===== src/rtl/ps2_pkg.sv =====
// Shared types and constants for the PS/2 keyboard receiver.
// Imported by the frame receiver and the key decoder.
package ps2_pkg;

    typedef enum logic [1:0] {
        ST_IDLE,
        ST_DATA,
        ST_PARITY,
        ST_STOP
    } frame_state_e;

    localparam logic [7:0] PS2_EXT = 8'hE0;
    localparam logic [7:0] PS2_BRK = 8'hF0;
    localparam logic [7:0] PS2_BAT = 8'hAA;

    localparam int KEY_W = 9;

endpackage


===== src/rtl/ps2_rx_frame.sv =====
// PS/2 frame receiver: synchronizers, clock glitch filter, 11-bit frame
// FSM with odd-parity and stop checks, and an inter-edge timeout.
module ps2_rx_frame
    import ps2_pkg::*;
#(
    parameter int FILTER_LEN     = 8,
    parameter int TIMEOUT_CYCLES = 50000
) (
    input  logic       clk_i,
    input  logic       rst_ni,
    input  logic       ps2_clk_i,
    input  logic       ps2_dat_i,
    output logic [7:0] byte_o,
    output logic       byte_valid_o,
    output logic       frame_err_o
);

    localparam int FW = $clog2(FILTER_LEN + 1);
    localparam int TW = $clog2(TIMEOUT_CYCLES + 1);

    logic          clk_s1_q, clk_s2_q;
    logic          dat_s1_q, dat_s2_q;
    logic          filt_q, filt_d;
    logic          filt_prev_q;
    logic [FW-1:0] fcnt_q, fcnt_d;

    frame_state_e  state_q, state_d;
    logic [2:0]    bcnt_q, bcnt_d;
    logic [7:0]    sh_q, sh_d;
    logic          par_q, par_d;
    logic [TW-1:0] tmo_q, tmo_d;

    logic fall;
    logic tmo_hit;
    logic fall_eff;
    logic valid_d;
    logic err_d;

    always_comb begin
        fcnt_d = '0;
        filt_d = filt_q;
        if (clk_s2_q != filt_q) begin
            if (fcnt_q == FW'(FILTER_LEN - 1)) begin
                filt_d = ~filt_q;
            end else begin
                fcnt_d = fcnt_q + FW'(1);
            end
        end
    end

    assign fall     = filt_prev_q & ~filt_q;
    assign tmo_hit  = (state_q != ST_IDLE) &&
                      (tmo_q == TW'(TIMEOUT_CYCLES));
    // An expiring timeout swallows a coincident falling edge.
    assign fall_eff = fall & ~tmo_hit;

    always_comb begin
        state_d = state_q;
        bcnt_d  = bcnt_q;
        sh_d    = sh_q;
        par_d   = par_q;
        valid_d = 1'b0;
        err_d   = 1'b0;

        unique case (state_q)
            ST_IDLE: begin
                if (fall_eff) begin
                    if (!dat_s2_q) begin
                        state_d = ST_DATA;
                        bcnt_d  = 3'd0;
                    end else begin
                        err_d = 1'b1;
                    end
                end
            end
            ST_DATA: begin
                if (fall_eff) begin
                    sh_d   = {dat_s2_q, sh_q[7:1]};
                    bcnt_d = bcnt_q + 3'd1;
                    if (bcnt_q == 3'd7) begin
                        state_d = ST_PARITY;
                    end
                end
            end
            ST_PARITY: begin
                if (fall_eff) begin
                    par_d   = (^sh_q) ^ dat_s2_q;
                    state_d = ST_STOP;
                end
            end
            ST_STOP: begin
                if (fall_eff) begin
                    if (par_q && dat_s2_q) begin
                        valid_d = 1'b1;
                    end else begin
                        err_d = 1'b1;
                    end
                    state_d = ST_IDLE;
                end
            end
            default: state_d = ST_IDLE;
        endcase

        if (tmo_hit) begin
            state_d = ST_IDLE;
            err_d   = 1'b1;
        end

        if (state_q == ST_IDLE || fall || tmo_hit) begin
            tmo_d = '0;
        end else begin
            tmo_d = tmo_q + TW'(1);
        end
    end

    always_ff @(posedge clk_i) begin
        if (!rst_ni) begin
            clk_s1_q    <= 1'b1;
            clk_s2_q    <= 1'b1;
            dat_s1_q    <= 1'b1;
            dat_s2_q    <= 1'b1;
            filt_q      <= 1'b1;
            filt_prev_q <= 1'b1;
            fcnt_q      <= '0;
            state_q     <= ST_IDLE;
            bcnt_q      <= '0;
            sh_q        <= '0;
            par_q       <= 1'b0;
            tmo_q       <= '0;
        end else begin
            clk_s1_q    <= ps2_clk_i;
            clk_s2_q    <= clk_s1_q;
            dat_s1_q    <= ps2_dat_i;
            dat_s2_q    <= dat_s1_q;
            filt_q      <= filt_d;
            filt_prev_q <= filt_q;
            fcnt_q      <= fcnt_d;
            state_q     <= state_d;
            bcnt_q      <= bcnt_d;
            sh_q        <= sh_d;
            par_q       <= par_d;
            tmo_q       <= tmo_d;
        end
    end

    assign byte_o       = sh_q;
    assign byte_valid_o = valid_d;
    assign frame_err_o  = err_d;

endmodule


===== src/rtl/ps2_key_decoder.sv =====
// PS/2 keyboard decoder: E0/F0 prefix handling, make/break strobes and a
// held-level bitmap of configurable keys.
module ps2_key_decoder
    import ps2_pkg::*;
#(
    parameter int                          NUM_KEYS       = 2,
    // Slot 0 (LSBs) = 0_16, slot 1 = 0_1E.
    parameter logic [NUM_KEYS*KEY_W-1:0]   KEY_CODES      = {9'h0_1E, 9'h0_16},
    parameter int                          FILTER_LEN     = 8,
    parameter int                          TIMEOUT_CYCLES = 50000
) (
    input  logic                Clock,
    input  logic                Resetn,
    input  logic                PS2_CLK,
    input  logic                PS2_DAT,
    output logic [7:0]          ScanCode,
    output logic                Extended,
    output logic                Break,
    output logic                CodeValid,
    output logic                FrameError,
    output logic [NUM_KEYS-1:0] KeyDown
);

    logic [7:0] rx_byte;
    logic       rx_valid;
    logic       rx_err;

    ps2_rx_frame #(
        .FILTER_LEN    (FILTER_LEN),
        .TIMEOUT_CYCLES(TIMEOUT_CYCLES)
    ) u_rx (
        .clk_i       (Clock),
        .rst_ni      (Resetn),
        .ps2_clk_i   (PS2_CLK),
        .ps2_dat_i   (PS2_DAT),
        .byte_o      (rx_byte),
        .byte_valid_o(rx_valid),
        .frame_err_o (rx_err)
    );

    logic [7:0]          scan_q, scan_d;
    logic                ext_q, ext_d;
    logic                brk_q, brk_d;
    logic                cv_q, cv_d;
    logic                fe_q, fe_d;
    logic                ep_q, ep_d;
    logic                bp_q, bp_d;
    logic [NUM_KEYS-1:0] kd_q, kd_d;

    always_comb begin
        scan_d = scan_q;
        ext_d  = ext_q;
        brk_d  = brk_q;
        cv_d   = 1'b0;
        fe_d   = 1'b0;
        ep_d   = ep_q;
        bp_d   = bp_q;
        kd_d   = kd_q;

        if (rx_err) begin
            fe_d = 1'b1;
            ep_d = 1'b0;
            bp_d = 1'b0;
        end else if (rx_valid) begin
            case (rx_byte)
                PS2_EXT: ep_d = 1'b1;
                PS2_BRK: bp_d = 1'b1;
                PS2_BAT: begin
                    kd_d = '0;
                    ep_d = 1'b0;
                    bp_d = 1'b0;
                end
                default: begin
                    cv_d   = 1'b1;
                    scan_d = rx_byte;
                    ext_d  = ep_q;
                    brk_d  = bp_q;
                    ep_d   = 1'b0;
                    bp_d   = 1'b0;
                    for (int i = 0; i < NUM_KEYS; i++) begin
                        if (KEY_CODES[i*KEY_W +: KEY_W] == {ep_q, rx_byte}) begin
                            kd_d[i] = ~bp_q;
                        end
                    end
                end
            endcase
        end
    end

    always_ff @(posedge Clock) begin
        if (!Resetn) begin
            scan_q <= '0;
            ext_q  <= 1'b0;
            brk_q  <= 1'b0;
            cv_q   <= 1'b0;
            fe_q   <= 1'b0;
            ep_q   <= 1'b0;
            bp_q   <= 1'b0;
            kd_q   <= '0;
        end else begin
            scan_q <= scan_d;
            ext_q  <= ext_d;
            brk_q  <= brk_d;
            cv_q   <= cv_d;
            fe_q   <= fe_d;
            ep_q   <= ep_d;
            bp_q   <= bp_d;
            kd_q   <= kd_d;
        end
    end

    assign ScanCode   = scan_q;
    assign Extended   = ext_q;
    assign Break      = brk_q;
    assign CodeValid  = cv_q;
    assign FrameError = fe_q;
    assign KeyDown    = kd_q;

endmodule


===== config.mk =====
export PLATFORM = sky130hd
export DESIGN_NAME = ps2_key_decoder
export DESIGN_NICKNAME = d
export VERILOG_FILES = /design/src/rtl/ps2_pkg.sv /design/src/rtl/ps2_rx_frame.sv /design/src/rtl/ps2_key_decoder.sv
export SDC_FILE = /design/constraint.sdc
export NUM_CORES = 1
export LEC_CHECK = 0
export BUFFER_PORTS_ARGS = -buffer_cell sky130_fd_sc_hd__buf_2
export CELL_PAD_IN_SITES_DETAIL_PLACEMENT = 0
export CELL_PAD_IN_SITES_GLOBAL_PLACEMENT = 1
export CORE_UTILIZATION = 25
export CTS_CLUSTER_SIZE = 14
export DETAILED_ROUTE_END_ITERATION = 10
export PLACE_DENSITY = 0.48
export SLEW_MARGIN = 40
export SYNTH_ARGS = -nofsm -noshare
export SYNTH_HDL_FRONTEND = slang
export SYNTH_SLANG_ARGS = --single-unit

===== constraint.sdc =====
create_clock -name Clock -period 2.7 [get_ports Clock]
set_input_delay 0.135 -clock Clock [delete_from_list [all_inputs] [get_ports Clock]]
set_output_delay 0.135 -clock Clock [all_outputs]
set_load 0.005 [all_outputs]

==> results by group <==
Status
  – Status: finished clean

Power
  – Leakage: 0.00107 uW
  – Switching power: 315 uW
  – Peak VDD IR: about 190 uV
  – Pwr Total: 1340 uW
  – Internal Power: 1020 uW
  – Combinational Power Share: 1.8%
  – Part of the power in registers: roughly 62%
  – Power Density: 431 nW/um^2
  – Sw frac: 23.6%
  – Clock network power share: 36.1%

Min path
  – HP Class: in -> reg
  – Hold depth: 3

Clock tree
  – Post-CTS resize count: 0
  – CTS Sinks: 56
  – H-tree Lvls: 2
  – TritonCTS clock tree: built
  – Root Buffer: clkbuf_8
  – Clk slew on worst S/H paths: 0.11 ns
  – CTS Hold Bufs: 2
  – Worst skew pair latency: 0.31 ns
  – CTS max path bufs: 2
  – Setup Fix Bufs, Post-CTS: 0
  – Inserted Clock Buffers: 5

Synthesis
  – Average cell area after synthesis: 8.89 um^2
  – Commonest register cell after synthesis: dfxtp_1
  – Yosys warns: 0
  – Synthesized area: 2760 um^2
  – Async SR Flop Fraction: 0%
  – Register area share after synthesis: 40.7%
  – Post-synthesis register bit count: 56
  – Post-Syn Nets: 336
  – Cells after synthesis: 310
  – Netlist cell types: 40
  – EDFF count, synth: 0

Place
  – Place WS: 0.405 ns
  – RD Place Congestion: between 0.6 and 0.7
  – IO Port Bufs: 17
  – Final HPWL DP: 4470 um
  – Placed cell areas: 2990 um^2

Detailed routing
  – Via count: 2144
  – Post-DR wirelength/cell: 13.1 um
  – Post-route ant nets: 0
  – Vias per cell: 4.61
  – First DRT Iteration DRCs: 50
  – Routed wire length: 6100 um
  – DRC viols: 0
  – Total iterations of the first detailed-routing run: 4

Critical path
  – Startpoint types: flop
  – Peak fanout along the critical path: 16
  – Setup crit end kind: flop
  – Worst EP required: approximately 2.9 ns
  – Setup CP Type: reg -> reg
  – Data arrival time of the worst path: about 2.5 ns
  – R2R cell count: 7

Global routing
  – Largest net degree at the start of global routing: 37
  – Vias in the first global route: around 2.1k
  – Initial antenna violation count: 0
  – First-pass GRT wire length: 10500 um
  – All-Layer GR Usage: 11.5%
  – Grt total ovfl: 0

Die
  – Die area: approximately 11000 um^2
  – Die width: 107 um
  – Core area: 10500 um^2
  – Initial core utilization: between 20% and 30%
  – Row cnt: 37
  – Ports: 18
  – Die height: 107 um

Cells and area
  – Area grow syn2layout: 12.5%
  – Ratio of cells with drive above 1 in the final layout: 10.0%
  – Final Util: 29.5%
  – Layout Nets: 354
  – Inserted Diodes: 0
  – Fin area: 3100 um^2

Flow run
  – # Max-Cap Violations: 0

Timing
  – Fin crit share: between 80% and 90%
  – Setup Viol. Count Final: 0
  – Setup ws final: 0.420 ns
  – Final clock skew: roughly 0.0084 ns
  – Post-layout min period: 2.28 ns
  – Hold Fails Final Rpt: 0
  – Unrepaired setup endpoints after global routing: false
  – Maximum clock frequency: 439 MHz
  – Slew margin rel.: 59.4%
  – Final setup TNS: 0 ns
  – Max-slew violation count: 0
  – Worst-Margin Slew: about 0.60 ns
[critical path: stages (launching register included)]
cell and delay [ns]:
dfxtp_1 0.39, inv_1 0.09, ha_1 0.29, or4b_1 0.59, nor4_4 0.35, or4_1 0.17, buf_4 0.21, nor2_1 0.07
[stage by stage]
stage / hold slack, ns / cells
2_1_floorplan: 0.236 / 310
3_3_place_gp: 0.317 / 455
3_5_place_dp: 0.323 / 455
4_1_cts: 0.304 / 465
5_1_grt: 0.321 / 465
6_report: 0.302 / 465
[synthesized netlist by cell type (5+ instances only)]
cell,n,share of area (%)
xnor2_1,16,5.1
nand2b_1,7,1.6
ha_1,22,10
nand3_1,17,3.1
o21ai_0,10,1.8
nand4_1,7,1.6
nand2_1,37,5.0
inv_1,18,2.5
clkbuf_1,9,1.2
a21oi_1,14,2.5
xor2_1,5,1.6
dfxtp_1,56,41
nor2_1,26,3.5
mux2i_1,13,4.7
nor3_1,5,0.91
nor4_1,5,1.1
[placed cells by master (no fill, tap or decap), drive strengths merged, types with 2 or more instances in the layout]
master       count
a21oi           14
ha              22
clkbuf           5
and4b            2
dlygate4sd3      2
o21ai           10
mux2i           13
clkinvlp         2
inv             18
xnor2           16
nand3           17
nor4             6
nor2b            3
or4              4
dfxtp           56
nand3b           2
nand4            7
or4b             2
nand2b           7
nor2            26
nor4b            2
buf             22
a32o             2
a211oi           4
nand2           37
and3             3
xor2             5
o22ai            4
nor3             5
[power groups by stage]
stage | clock [uW] | combinational (uW) | sequential (uW)
3_3_place_gp | 0 | 23.0 | 850
6_report | 482 | 24.0 | 831
2_1_floorplan | 0 | 15.2 | 849
5_1_grt | 546 | 26.9 | 832
4_1_cts | 511 | 24.9 | 831
3_5_place_dp | 0 | 22.6 | 850
[final cells by class]
| type | instances | area [um^2] |
|---|---|---|
| Clock buffer | 5 | 68.8 |
| Clock inverter | 3 | 23.8 |
| Fill cell | 1120 | 7410 |
| Inverter | 18 | 67.6 |
| Multi-Input combinational cell | 223 | 1510 |
| Sequential cell | 56 | 1120 |
| Tap cell | 136 | 170 |
| Timing Repair Buffer | 24 | 143 |
[state kept, by name (all words and copies together), names as in the netlist, 2 cells and up]
register / count
u_rx.tmo_q: 16
u_rx.state_q: 2
u_rx.fcnt_q: 4
u_rx.byte_o: 8
ScanCode: 8
u_rx.bcnt_q: 3
KeyDown: 2
[per-layer routing]
| metal | vias to the layer above | wire, um | share of wire, % | track usage [%] |
|---|---|---|---|---|
| met5 | - | 0 | 0 | 0 |
| met4 | 0 | 37 | 0.61 | 2.94 |
| met3 | 2 | 145 | 2.4 | 2.01 |
| met2 | 24 | 2760 | 45 | 18.8 |
| met1 | 1014 | 3160 | 52 | 15.7 |
| li1 | 1104 | - | - | - |
[logic make-up (layout without fill, tap and decap cells)]
group | after synthesis | count (layout) | synth area share (%)
buffers and inverters | 31 | 50 | 4.81
adders and majority gates | 22 | 22 | 9.99
AOI/OAI and AO/OA | 39 | 39 | 8.76
muxes | 13 | 13 | 4.72
xor gates and xnor gates | 21 | 21 | 6.67
and+or+nand+nor | 128 | 128 | 24.4
DFF | 56 | 56 | 40.7
[worst paths after layout]
check | to | start | slack, ns
hold / removal | u_rx.dat_s1_q | Resetn | 0.30
setup / recovery | u_rx.tmo_q[14] | u_rx.state_q[0] | 0.42
hold reg to reg | u_rx.clk_s2_q | u_rx.clk_s1_q | 0.42
setup reg to reg | u_rx.tmo_q[14] | u_rx.state_q[0] | 0.42
Note: power is estimated with default switching activity, not from simulation.
